**src/rtl/conv_encoder_pkg.sv**
```systemverilog
// Shared constants, FSM state type and generator helpers for the rate-1/2
// convolutional encoder and its parity sub-block.
package conv_code_pkg;

  localparam int K_MIN      = 3;
  localparam int K_MAX      = 6;
  localparam int DATA_W_SYM = 2;

  localparam logic [K_MAX-1:0] G0_K3 = 6'o07;
  localparam logic [K_MAX-1:0] G1_K3 = 6'o05;
  localparam logic [K_MAX-1:0] G0_K4 = 6'o15;
  localparam logic [K_MAX-1:0] G1_K4 = 6'o17;
  localparam logic [K_MAX-1:0] G0_K5 = 6'o23;
  localparam logic [K_MAX-1:0] G1_K5 = 6'o35;
  localparam logic [K_MAX-1:0] G0_K6 = 6'o53;
  localparam logic [K_MAX-1:0] G1_K6 = 6'o75;

  typedef enum logic [1:0] {
    IDLE,
    RUN,
    TAIL
  } state_t;

  function automatic logic [2:0] clamp_k(input logic [2:0] k);
    if (k < 3'(K_MIN)) return 3'(K_MIN);
    if (k > 3'(K_MAX)) return 3'(K_MAX);
    return k;
  endfunction

  // Generator left-aligned so the current-input tap always sits at bit K_MAX-1.
  function automatic logic [K_MAX-1:0] gen_taps(input logic [2:0] k, input logic sel_g1);
    logic [K_MAX-1:0] g;
    logic [2:0]       kc;
    kc = clamp_k(k);
    case (kc)
      3'd3:    g = sel_g1 ? G1_K3 : G0_K3;
      3'd4:    g = sel_g1 ? G1_K4 : G0_K4;
      3'd5:    g = sel_g1 ? G1_K5 : G0_K5;
      default: g = sel_g1 ? G1_K6 : G0_K6;
    endcase
    return g << (K_MAX - int'(kc));
  endfunction

endpackage

```
**src/rtl/conv_encoder_if.sv**
```systemverilog
// Bit-in / symbol-out handshake bundle for the convolutional encoder.
interface conv_encoder_if;
  import conv_code_pkg::*;

  logic [2:0]            choose_constraint_length;
  logic                  in_bit;
  logic                  in_valid;
  logic                  in_last;
  logic                  in_ready;
  logic [DATA_W_SYM-1:0] encoded_bits;
  logic                  out_valid;
  logic                  out_last;
  logic                  out_ready;
  logic                  busy;

  modport master (
    output choose_constraint_length, in_bit, in_valid, in_last, out_ready,
    input  in_ready, encoded_bits, out_valid, out_last, busy
  );

  modport slave (
    input  choose_constraint_length, in_bit, in_valid, in_last, out_ready,
    output in_ready, encoded_bits, out_valid, out_last, busy
  );

endinterface

```
**src/rtl/conv_encoder_parity.sv**
```systemverilog
// Combinational G0/G1 parity for one input bit against the stored history;
// only the newest k_sel-1 history bits contribute.
module conv_parity
  import conv_code_pkg::*;
(
  input  logic                  u,
  input  logic [K_MAX-2:0]      sr,
  input  logic [2:0]            k_sel,
  output logic [DATA_W_SYM-1:0] sym
);

  logic [K_MAX-1:0] taps_vec;

  // Input at the top, then history newest (sr[0]) to oldest.
  always_comb begin
    taps_vec[K_MAX-1] = u;
    for (int i = 0; i < K_MAX - 1; i++) begin
      taps_vec[K_MAX-2-i] = sr[i];
    end
  end

  assign sym = {^(taps_vec & gen_taps(k_sel, 1'b0)),
                ^(taps_vec & gen_taps(k_sel, 1'b1))};

endmodule

```
**src/rtl/conv_encoder.sv**
```systemverilog
// Rate-1/2 convolutional encoder, K selectable 3..6 per frame, zero-tail
// terminated, with a single registered output symbol slot.
module conv_encoder
  import conv_code_pkg::*;
(
  input  logic          clk,
  input  logic          rst,
  conv_encoder_if.slave bus
);

  state_t                state_q, state_d;
  logic [K_MAX-2:0]      sr_q, sr_d;
  logic [2:0]            k_sel_q, k_sel_d;
  logic [2:0]            tail_cnt_q, tail_cnt_d;
  logic [DATA_W_SYM-1:0] sym_q, sym_d;
  logic                  out_valid_q, out_valid_d;
  logic                  out_last_q, out_last_d;

  logic                  slot_free;
  logic                  in_ready;
  logic                  accept_in;
  logic                  load_tail;
  logic                  u;
  logic [K_MAX-2:0]      sr_enc;
  logic [2:0]            k_enc;
  logic [DATA_W_SYM-1:0] parity;

  assign slot_free = !out_valid_q || bus.out_ready;
  assign in_ready  = !rst && (state_q != TAIL) && slot_free;
  assign accept_in = in_ready && bus.in_valid;
  assign load_tail = (state_q == TAIL) && slot_free && (tail_cnt_q != 3'd0);

  // A frame's first bit encodes against cleared history and the freshly clamped K.
  assign sr_enc = (state_q == IDLE) ? '0 : sr_q;
  assign k_enc  = (state_q == IDLE) ? clamp_k(bus.choose_constraint_length) : k_sel_q;
  assign u      = (state_q == TAIL) ? 1'b0 : bus.in_bit;

  conv_parity u_parity (
    .u     (u),
    .sr    (sr_enc),
    .k_sel (k_enc),
    .sym   (parity)
  );

  always_ff @(posedge clk) begin
    if (rst) begin
      state_q     <= IDLE;
      sr_q        <= '0;
      k_sel_q     <= 3'(K_MIN);
      tail_cnt_q  <= 3'd0;
      sym_q       <= '0;
      out_valid_q <= 1'b0;
      out_last_q  <= 1'b0;
    end else begin
      state_q     <= state_d;
      sr_q        <= sr_d;
      k_sel_q     <= k_sel_d;
      tail_cnt_q  <= tail_cnt_d;
      sym_q       <= sym_d;
      out_valid_q <= out_valid_d;
      out_last_q  <= out_last_d;
    end
  end

  always_comb begin
    state_d    = state_q;
    sr_d       = sr_q;
    k_sel_d    = k_sel_q;
    tail_cnt_d = tail_cnt_q;
    unique case (state_q)
      IDLE, RUN: begin
        if (accept_in) begin
          k_sel_d = k_enc;
          sr_d    = {sr_enc[K_MAX-3:0], u};
          if (bus.in_last) begin
            state_d    = TAIL;
            tail_cnt_d = k_enc - 3'd1;
          end else begin
            state_d = RUN;
          end
        end
      end
      TAIL: begin
        if (load_tail) begin
          sr_d       = {sr_q[K_MAX-3:0], 1'b0};
          tail_cnt_d = tail_cnt_q - 3'd1;
        end else if (tail_cnt_q == 3'd0 && slot_free) begin
          // Final tail symbol has been taken downstream.
          state_d = IDLE;
          sr_d    = '0;
        end
      end
      default: state_d = IDLE;
    endcase
  end

  always_comb begin
    sym_d       = sym_q;
    out_valid_d = out_valid_q;
    out_last_d  = out_last_q;
    if (accept_in || load_tail) begin
      sym_d       = parity;
      out_valid_d = 1'b1;
      out_last_d  = load_tail && (tail_cnt_q == 3'd1);
    end else if (slot_free) begin
      out_valid_d = 1'b0;
      out_last_d  = 1'b0;
    end
  end

  assign bus.in_ready     = in_ready;
  assign bus.encoded_bits = sym_q;
  assign bus.out_valid    = out_valid_q;
  assign bus.out_last     = out_last_q;
  assign bus.busy         = (state_q != IDLE);

endmodule

```
**src/flat_wrapper.sv**
```systemverilog
// flat-port wrapper written by rule: the top's interface ports become plain ports
module conv_encoder_flat import conv_code_pkg::*;
  (clk, rst, bus_choose_constraint_length, bus_in_bit, bus_in_valid, bus_in_last, bus_out_ready, bus_in_ready, bus_encoded_bits, bus_out_valid, bus_out_last, bus_busy);
  conv_encoder_if bus_i ();
  input  logic clk;
  input  logic rst;
  input wire logic [$bits(bus_i.choose_constraint_length)-1:0] bus_choose_constraint_length;
  input wire logic [$bits(bus_i.in_bit)-1:0] bus_in_bit;
  input wire logic [$bits(bus_i.in_valid)-1:0] bus_in_valid;
  input wire logic [$bits(bus_i.in_last)-1:0] bus_in_last;
  input wire logic [$bits(bus_i.out_ready)-1:0] bus_out_ready;
  output wire logic [$bits(bus_i.in_ready)-1:0] bus_in_ready;
  output wire logic [$bits(bus_i.encoded_bits)-1:0] bus_encoded_bits;
  output wire logic [$bits(bus_i.out_valid)-1:0] bus_out_valid;
  output wire logic [$bits(bus_i.out_last)-1:0] bus_out_last;
  output wire logic [$bits(bus_i.busy)-1:0] bus_busy;
  assign bus_i.choose_constraint_length = bus_choose_constraint_length;
  assign bus_i.in_bit = bus_in_bit;
  assign bus_i.in_valid = bus_in_valid;
  assign bus_i.in_last = bus_in_last;
  assign bus_i.out_ready = bus_out_ready;
  assign bus_in_ready = bus_i.in_ready;
  assign bus_encoded_bits = bus_i.encoded_bits;
  assign bus_out_valid = bus_i.out_valid;
  assign bus_out_last = bus_i.out_last;
  assign bus_busy = bus_i.busy;
  conv_encoder u_core (.clk(clk), .rst(rst), .bus(bus_i));
endmodule
```
**config.mk**
```make
export PLATFORM = sky130hd
export DESIGN_NAME = conv_encoder_flat
export DESIGN_NICKNAME = d
export VERILOG_FILES = /design/src/rtl/conv_encoder_pkg.sv /design/src/rtl/conv_encoder_if.sv /design/src/rtl/conv_encoder_parity.sv /design/src/rtl/conv_encoder.sv /design/src/flat_wrapper.sv
export SDC_FILE = /design/constraint.sdc
export NUM_CORES = 1
export LEC_CHECK = 0
export CORE_ASPECT_RATIO = 1.1
export CORE_MARGIN = 2
export CORE_UTILIZATION = 30
export CTS_BUF_LIST = sky130_fd_sc_hd__clkbuf_2 sky130_fd_sc_hd__clkbuf_4 sky130_fd_sc_hd__clkbuf_8
export CTS_CLUSTER_DIAMETER = 50
export CTS_CLUSTER_SIZE = 16
export DETAILED_ROUTE_END_ITERATION = 16
export SLEW_MARGIN = 5
export SYNTH_ARGS = -nofsm -noshare
export SYNTH_HDL_FRONTEND = slang
export SYNTH_SLANG_ARGS = --single-unit
```
**constraint.sdc**
```tcl
create_clock -name clk -period 5.5 [get_ports clk]
set_input_delay 1.1 -clock clk [delete_from_list [all_inputs] [get_ports clk]]
set_output_delay 1.1 -clock clk [all_outputs]
set_load 0.05 [all_outputs]
```
# [Word-level counts from Yosys, hierarchy flattened]
# Index checks and enable logic that the tools add are counted.
# W data, S select, Z words.
[op_classes] n_addsub=3 n_reduce_logical=24 n_lt_le_gt_ge=4 n_eq_ne=13 n_shift=2 n_mux=35 bitwise=2
[op_table] operator="$shl A6 B32 Y6" count=2
[op_table] operator="$mux W3" count=12
[op_table] operator="$pmux W6 S3" count=2
[op_table] operator="$mux W5" count=4
[op_table] operator="$and A6 B6 Y6" count=2
[op_table] operator="$reduce_xor A6 Y1" count=2
[op_table] operator="$mux W1" count=10
[op_table] operator="$pmux W5 S2" count=1
[op_table] operator="$mux W2" count=4
[op_table] operator="$ne A2 B2 Y1 const B" count=4
[op_table] operator="$logic_and A1 B1 Y1" count=7
[op_table] operator="$eq A3 B3 Y1 const B" count=2
[op_table] operator="$gt A3 B3 Y1 const B" count=2
[op_table] operator="$lt A3 B2 Y1 const B" count=2
[op_table] operator="$pmux W3 S2" count=1
[op_table] operator="$reduce_and A3 Y1" count=2
[op_table] operator="$reduce_bool A2 Y1" count=3
[op_table] operator="$sub A3 B1 Y3 const B" count=2
[op_table] operator="$ne A2 B1 Y1 const B" count=2
[op_table] operator="$pmux W2 S2" count=1
[op_table] operator="$reduce_and A4 Y1" count=1
[op_table] operator="$sub A3 B3 Y4 const A" count=1
[op_table] operator="$eq A3 B1 Y1 const B" count=1
[op_table] operator="$eq A3 B2 Y1 const B" count=1
[op_table] operator="other kinds (10)" count=12
[word_totals] reg_bits=17 output_inout_bits=6 wordCells=90

# [Logic depth before layout (Yosys ltp)]
# Gate-level depths: netlist of the first run.
[depth] ltp_word=16 depth_mapped=18

# [Hierarchy]
# From an unflattened synthesis of the first run, not the netlist that was laid out.
[hier_totals] cells_unflattened=188 hier_area_um2=1525.2
[by_module_without_submodules] mod="conv_encoder" instances=1 cells_per_inst=113 seq_area_each_um2=340.3 area_per_inst_um2=1016.0
[by_module_without_submodules] mod="conv_parity" instances=1 cells_per_inst=75 seq_area_each_um2=0.0 area_per_inst_um2=509.2

# [Least setup slack after synthesis of the first run]
# No wires, ideal clock.
[synth_timing] path_kind="input to register" from="input port bus_choose_constraint_length[1]" to="register u_core.sym_q[1], in the netlist u_core.bus.encoded_bits[1]" setup_time_ps=79 cell_stages=17 setup_slack_ps=1099 path_buffers=1 required_ps=5421 arrival_ps=4322 path_cell_list="or4b_4 nand2_4 inv_2 ha_1 nand3b_1 a21oi_1 inv_1 ha_1 clkbuf_1 xor2_1 and3_1 o311ai_1 xor2_1 xnor2_1 xnor3_1 xor2_1 a211oi_2"
[synth_via] elab_chain_cells=16
[synth_lines] item="start, declared" line_no="flat_wrapper.sv:7" rtl="input wire logic [$bits(bus_i.choose_constraint_length)-1:0] bus_choose_constraint_length;"
[synth_lines] item="$gt A3 B3 Y1" line_no="conv_encoder_pkg.sv:26" rtl="if (k > 3'(K_MAX)) return 3'(K_MAX);"
[synth_lines] item="$mux W1 (2 in a row)" line_no="conv_encoder_pkg.sv:26"
[synth_lines] item="$mux W3" line_no="conv_encoder_pkg.sv:27" rtl="return k;"
[synth_lines] item="$mux W3 *" line_no="conv_encoder_pkg.sv:26"
[synth_lines] item="$mux W3 *" line_no="conv_encoder.sv:35" rtl="assign k_enc = (state_q == IDLE) ? clamp_k(bus.choose_constraint_length) : k_sel_q;"
[synth_lines] item="named net u_core.k_enc[1]" line_no="conv_encoder.sv:25" rtl="logic [2:0] k_enc;"
[synth_lines] item="$gt A3 B3 Y1" line_no="conv_encoder_pkg.sv:26"
[synth_lines] item="$mux W1 (2 in a row)" line_no="conv_encoder_pkg.sv:26"
[synth_lines] item="$mux W3" line_no="conv_encoder_pkg.sv:27"
[synth_lines] item="$mux W3 *" line_no="conv_encoder_pkg.sv:26"
[synth_lines] item="$eq A3 B3 Y1 or $eq A3 B2 Y1 (tied branches)" line_no="conv_encoder_pkg.sv:35" rtl="case (kc)"
[synth_lines] item="$pmux W6 S3" line_no="conv_encoder_pkg.sv:35"
[synth_lines] item="$shl A6 B32 Y6 *" line_no="conv_encoder_pkg.sv:41" rtl="return g << (K_MAX - int'(kc));"
[synth_lines] item="$and A6 B6 Y6 *" line_no="conv_encoder_parity.sv:22" rtl="assign sym = {^(taps_vec & gen_taps(k_sel, 1'b0)),"
[synth_lines] item="$reduce_xor A6 Y1 *" line_no="conv_encoder_parity.sv:22"
[synth_lines] item="end signal, assigned" line_no="conv_encoder.sv:59" rtl="sym_q <= sym_d;"
[synth_lines] item="end, declared" line_no="conv_encoder.sv:15" rtl="logic [DATA_W_SYM-1:0] sym_q, sym_d;"
# The timed path passes the listed nets; every way through them passes the cells marked *. The select of a mux whose other input is x is not followed.
# A chain may end at the register's enable or synchronous reset.

# [Worst setup path after layout of the first run]
[layout_timing] from="input port bus_choose_constraint_length[2]" to="register u_core.sym_q[1], in the netlist u_core.bus.encoded_bits[1]"
# The elaborated chain is that of the path after synthesis.

==> summary.txt, run 1 <==
Worst setup path
  • Worst path slowest cell: clkdlybuf4s50_1
  • CP peak stage delay: 0.54 ns
  • Required @ worst endpoint: between 5 and 6 ns
  • Crit-path max FO: 10
  • R2r setup slk: 1.44 ns
  • Kind of critical path: in -> reg
  • Worst r2r dst: u_core.bus.encoded_bits[1]$_SDFFE_PP0P_
  • Crit. End Element: flop
  • Startpoint types: input pin
  • Worst Reg2Reg Path Length in Cells: 16
  • Worst path most repeated cell: xor2_1
  • Critical path arrival: 5.15 ns
  • Crit path cell chain: clkdlybuf4s50_1 -> or4b_4 -> nand2_4 -> inv_2 -> ha_1 -> nand3b_1 -> a21oi_1 -> inv_1 -> ha_1 -> xor2_1 -> and3_1 -> o311ai_1 -> xor2_1 -> xnor2_1 -> xnor3_1 -> xor2_1 -> a211oi_2
  • Worst R2R Start: u_core.state_q[0]$_SDFFE_PP0P_

Timing
  • Final Max Tran Viols: 0
  • Rel. slew slack: 51.45%
  • Slew @ Worst Pin: around 0.73 ns
  • Final Cycle Share: 90.57%
  • Final setup viols: 0
  • TNS Setup: 0 ns
  • Clock skew: 0.004013 ns
  • Final Hold Slack: between 0.4 and 0.5 ns
  • Fmax: 200.7 MHz
  • Min Clock Period, post-route: 4.981 ns
  • Hold Vio Cnt, Final: 0
  • RSZ-0062 raised after global routing: false

Yosys
  • Syn Std Cell Area: 1411 µm²
  • Syn_nets: 194
  • Post-synthesis mux area share: 3.014%
  • Synth Area in Adders: 7.979%
  • Yosys reg bits: 17
  • Largest family of logic cells by synthesized area: compound AO/OA/AOI/OAI gates
  • Distinct cells, synth: 48
  • Synth async-reset ratio: 0%
  • Yosys warns: 0
  • Post-synth EDFFs: 0
  • Compound-Gate Fraction of Synth Area: 27.30%
  • Yosys top cell area share: 24.11%
  • Sequential element share of the synthesized area: 24.11%
  • Xor/xnor share of the synthesized area: 8.777%
  • Cells after synthesis: roughly 180
  • Leading area contributor after synthesis: dfxtp_1
  • Simple-gate share of the synthesized area: a little under a quarter
  • Ys flop type: dfxtp_1
  • Mean Syn Cell Area: around 8.0 µm²
  • Synth top area cells: dfxtp_1 (24%), ha_1 (8.0%), nor2_1 (6.6%), a21oi_1 (5.0%), a22oi_1 (3.2%)

Run status
  • Outcome: finished clean

Die
  • # IOs: 15
  • Area of the core: 4587 µm²
  • Die area: around 5300 µm²
  • Die Y: 75.94 µm
  • Initial Util: between 30% and 40%
  • Die width: around 69 µm
  • Row Count: 26

Min path
  • WHS Endpoint: u_core.tail_cnt_q[1]$_SDFFE_PP0P_
  • Hold path start: u_core.tail_cnt_q[1]$_SDFFE_PP0P_
  • WHS Path Cells: 2
  • Hold/Removal Path Class: reg -> reg

Final layout
  • Footprint of the multi-input gates: just under 1000 µm²
  • Final net count: 208
  • Area growth syn-to-layout: 17.20%
  • ANT cells: 0
  • Fill cells: 467
  • Final std cells w/o fill: ~250
  • Layout cells sized above 1: 12.17%
  • Register Area: around 340 µm²

Place
  • Port Buf Inserts: 14
  • Placed Cells: 241
  • Routability Congestion: 0.8677
  • DP HPWL: 2677 µm

Clock network
  • PostCTS Resize Cnt: 0
  • CTS Buf Count: 3
  • Setup Fix Bufs, Post-CTS: 0
  • Clock Path Buffers: 2
  • CTS root buf: clkbuf_8
  • CTS tree: yes
  • Clk_lat worst skew: 0.25 ns
  • Clk sinks: 17
  • H-tree levels: 1
  • Hold buffers post-CTS: 0
  • Worst-path clk slew: 0.07 ns

Route
  • Drt via density: 5.376
  • Routed via count: between 1000 and 1500
  • Pre-Repair DR Iteration Count: 4
  • Initial drt markers: 49
  • Final ANT Viol Nets: 0
  • WL final: 3515 µm
  • WL/cell: 14.35 µm
  • DRC: 0

GRT
  • Overflow left after global routing: 0
  • Vias in the first global route: 1317
  • Met3 Use GR: 2.128%
  • First-pass GRT wire length: roughly 6300 µm
  • Met1 usage: 18.62%
  • Met2 usage in global routing: 22.31%
  • Gr usage total: 14.46%
  • Gr busiest metal: met2
  • Initial antenna violation count: 0
  • Largest net degree at the start of global routing: 21

Power and ir drop
  • Leak Pwr: 0.6183 nW
  • Max IR drop VDD: 0.0001365 V
  • Pwr dens: 225.6 nW/µm²

Job
  • # Max-Cap Violations: 0
## sequential cells by signal (all words and copies together) (netlist names)
| register | flops |
|---|---|
| u_core.state_q | 2 |
| u_core.sr_q | 5 |
| u_core.tail_cnt_q | 3 |
| u_core.bus.encoded_bits | 2 |
| u_core.k_sel_q | 3 |
| u_core.bus.out_valid | 1 |
| u_core.bus.out_last | 1 |
## final cells by class
| type | count | share of cell area (%) |
|---|---|---|
| Multi-Input combinational cell | 141 | 60.06 |
| Sequential cell | 17 | 20.57 |
| Timing Repair Buffer | 18 | 10.29 |
| Tap cell | 56 | 4.236 |
| Clock buffer | 3 | 2.496 |
| Inverter | 9 | 2.042 |
| Clock inverter | 1 | 0.3026 |
## kinds of logic after synthesis
logic type | Yosys count
AOI/OAI and AO/OA | 53
xor gates and xnor gates | 11
adders and majority gates | 9
buffers and inverters | 18
DFF | 17
muxes | 4
and+or+nand+nor | 64
## how the worst max path moves through the flow
stage | startpoint | end | slack [ns]
3_3_place_gp | bus_choose_constraint_length[2] | u_core.bus.encoded_bits[1]$_SDFFE_PP0P_ | 0.40
3_5_place_dp | bus_choose_constraint_length[2] | u_core.bus.encoded_bits[1]$_SDFFE_PP0P_ | 0.30
2_1_floorplan | bus_choose_constraint_length[1] | u_core.bus.encoded_bits[1]$_SDFFE_PP0P_ | 1.10
5_1_grt | bus_choose_constraint_length[2] | u_core.bus.encoded_bits[1]$_SDFFE_PP0P_ | 0.28
6_report | bus_choose_constraint_length[2] | u_core.bus.encoded_bits[1]$_SDFFE_PP0P_ | 0.52
4_1_cts | bus_choose_constraint_length[2] | u_core.bus.encoded_bits[1]$_SDFFE_PP0P_ | 0.54
## where the power goes
part	switching, W	internal [W]	total [W]
Sequential	0.00000605	0.000129	0.000135
Combinational	0.0000874	0.0000559	0.000143
Clock	0.0000445	0.0000503	0.0000948
Total	0.000138	0.000235	0.000373
## synth_stat cells (2+ instances only)
cell / n
nor3_1: 4
mux2i_1: 2
dfxtp_1: 17
nor2_1: 25
inv_2: 2
nand4_1: 2
clkbuf_1: 4
a22oi_1: 6
xor2_1: 5
xnor2_1: 4
o41ai_1: 2
mux2_2: 2
buf_2: 2
ha_1: 9
nand2b_1: 7
buf_1: 2
a211oi_2: 3
o21ai_0: 4
nor2b_1: 3
inv_1: 7
a21oi_1: 14
xnor3_1: 2
nand2_1: 6
a31oi_1: 5
o2111ai_1: 2
and3_1: 4
nand3_1: 6
a211oi_1: 5
## critical path: cells and delay by family
kind	cells	cell delay, ns
fa+ha+maj	2	0.60
xor+xnor	5	1.00
simple gates	4	1.13
compound gates	3	0.62
buf+inv	3	0.71
## stage by stage
stage	cell area [µm²]	setup slack [ns]	util [%]	total power, W
after CTS	1654	0.5379	36.06	0.0003752
after global placement	1608	0.3992	35.05	0.0002809
after detailed placement	1608	0.2970	35.05	0.0002796
after floorplan	1411	1.099	-	0.0002398
final	1654	0.5185	36.06	0.0003731
after global routing	1654	0.2759	36.06	0.0003983
## metal layers
metal	part of all wire [%]	up-vias
met4	5.0	0
met1	46	603
met3	2.5	17
met5	0	-
li1	-	669
met2	46	28
## cell usage in the layout (no fill, tap or decap), drive strengths merged, types with 2 or more instances in the layout
cell type	netlist	final
nor2	26	26
dfxtp	17	17
a21oi	14	14
clkdlybuf4s50	0	14
ha	9	9
inv	9	9
a211oi	8	8
nand2b	7	7
nand2	7	7
nand3	6	6
a22oi	6	6
o21ai	6	6
a31oi	5	5
xor2	5	5
nor3	4	4
and3	4	4
xnor2	4	4
buf	5	4
nor2b	3	3
clkbuf	4	3
mux2i	2	2
mux2	2	2
o41ai	2	2
nand4	2	2
o2111ai	2	2
xnor3	2	2
No activity file was read; power rests on OpenSTA's default activity.
==> run 2, diff against run 1 <==
- CTS_CLUSTER_DIAMETER: 50 -> default
- HOLD_SLACK_MARGIN: default -> 0.06
==> results of run 2 <==
Final layout, timing and power as in run 1 (identical DEF).
==> run 3, diff against run 2 <==
- CTS_BUF_LIST: sky130_fd_sc_hd__clkbuf_2 sky130_fd_sc_hd__clkbuf_4 sky130_fd_sc_hd__clkbuf_8 -> default
- CTS_CLUSTER_DIAMETER: default -> 200
==> results of run 3 <==
Final layout, timing and power as in run 1 (identical DEF).
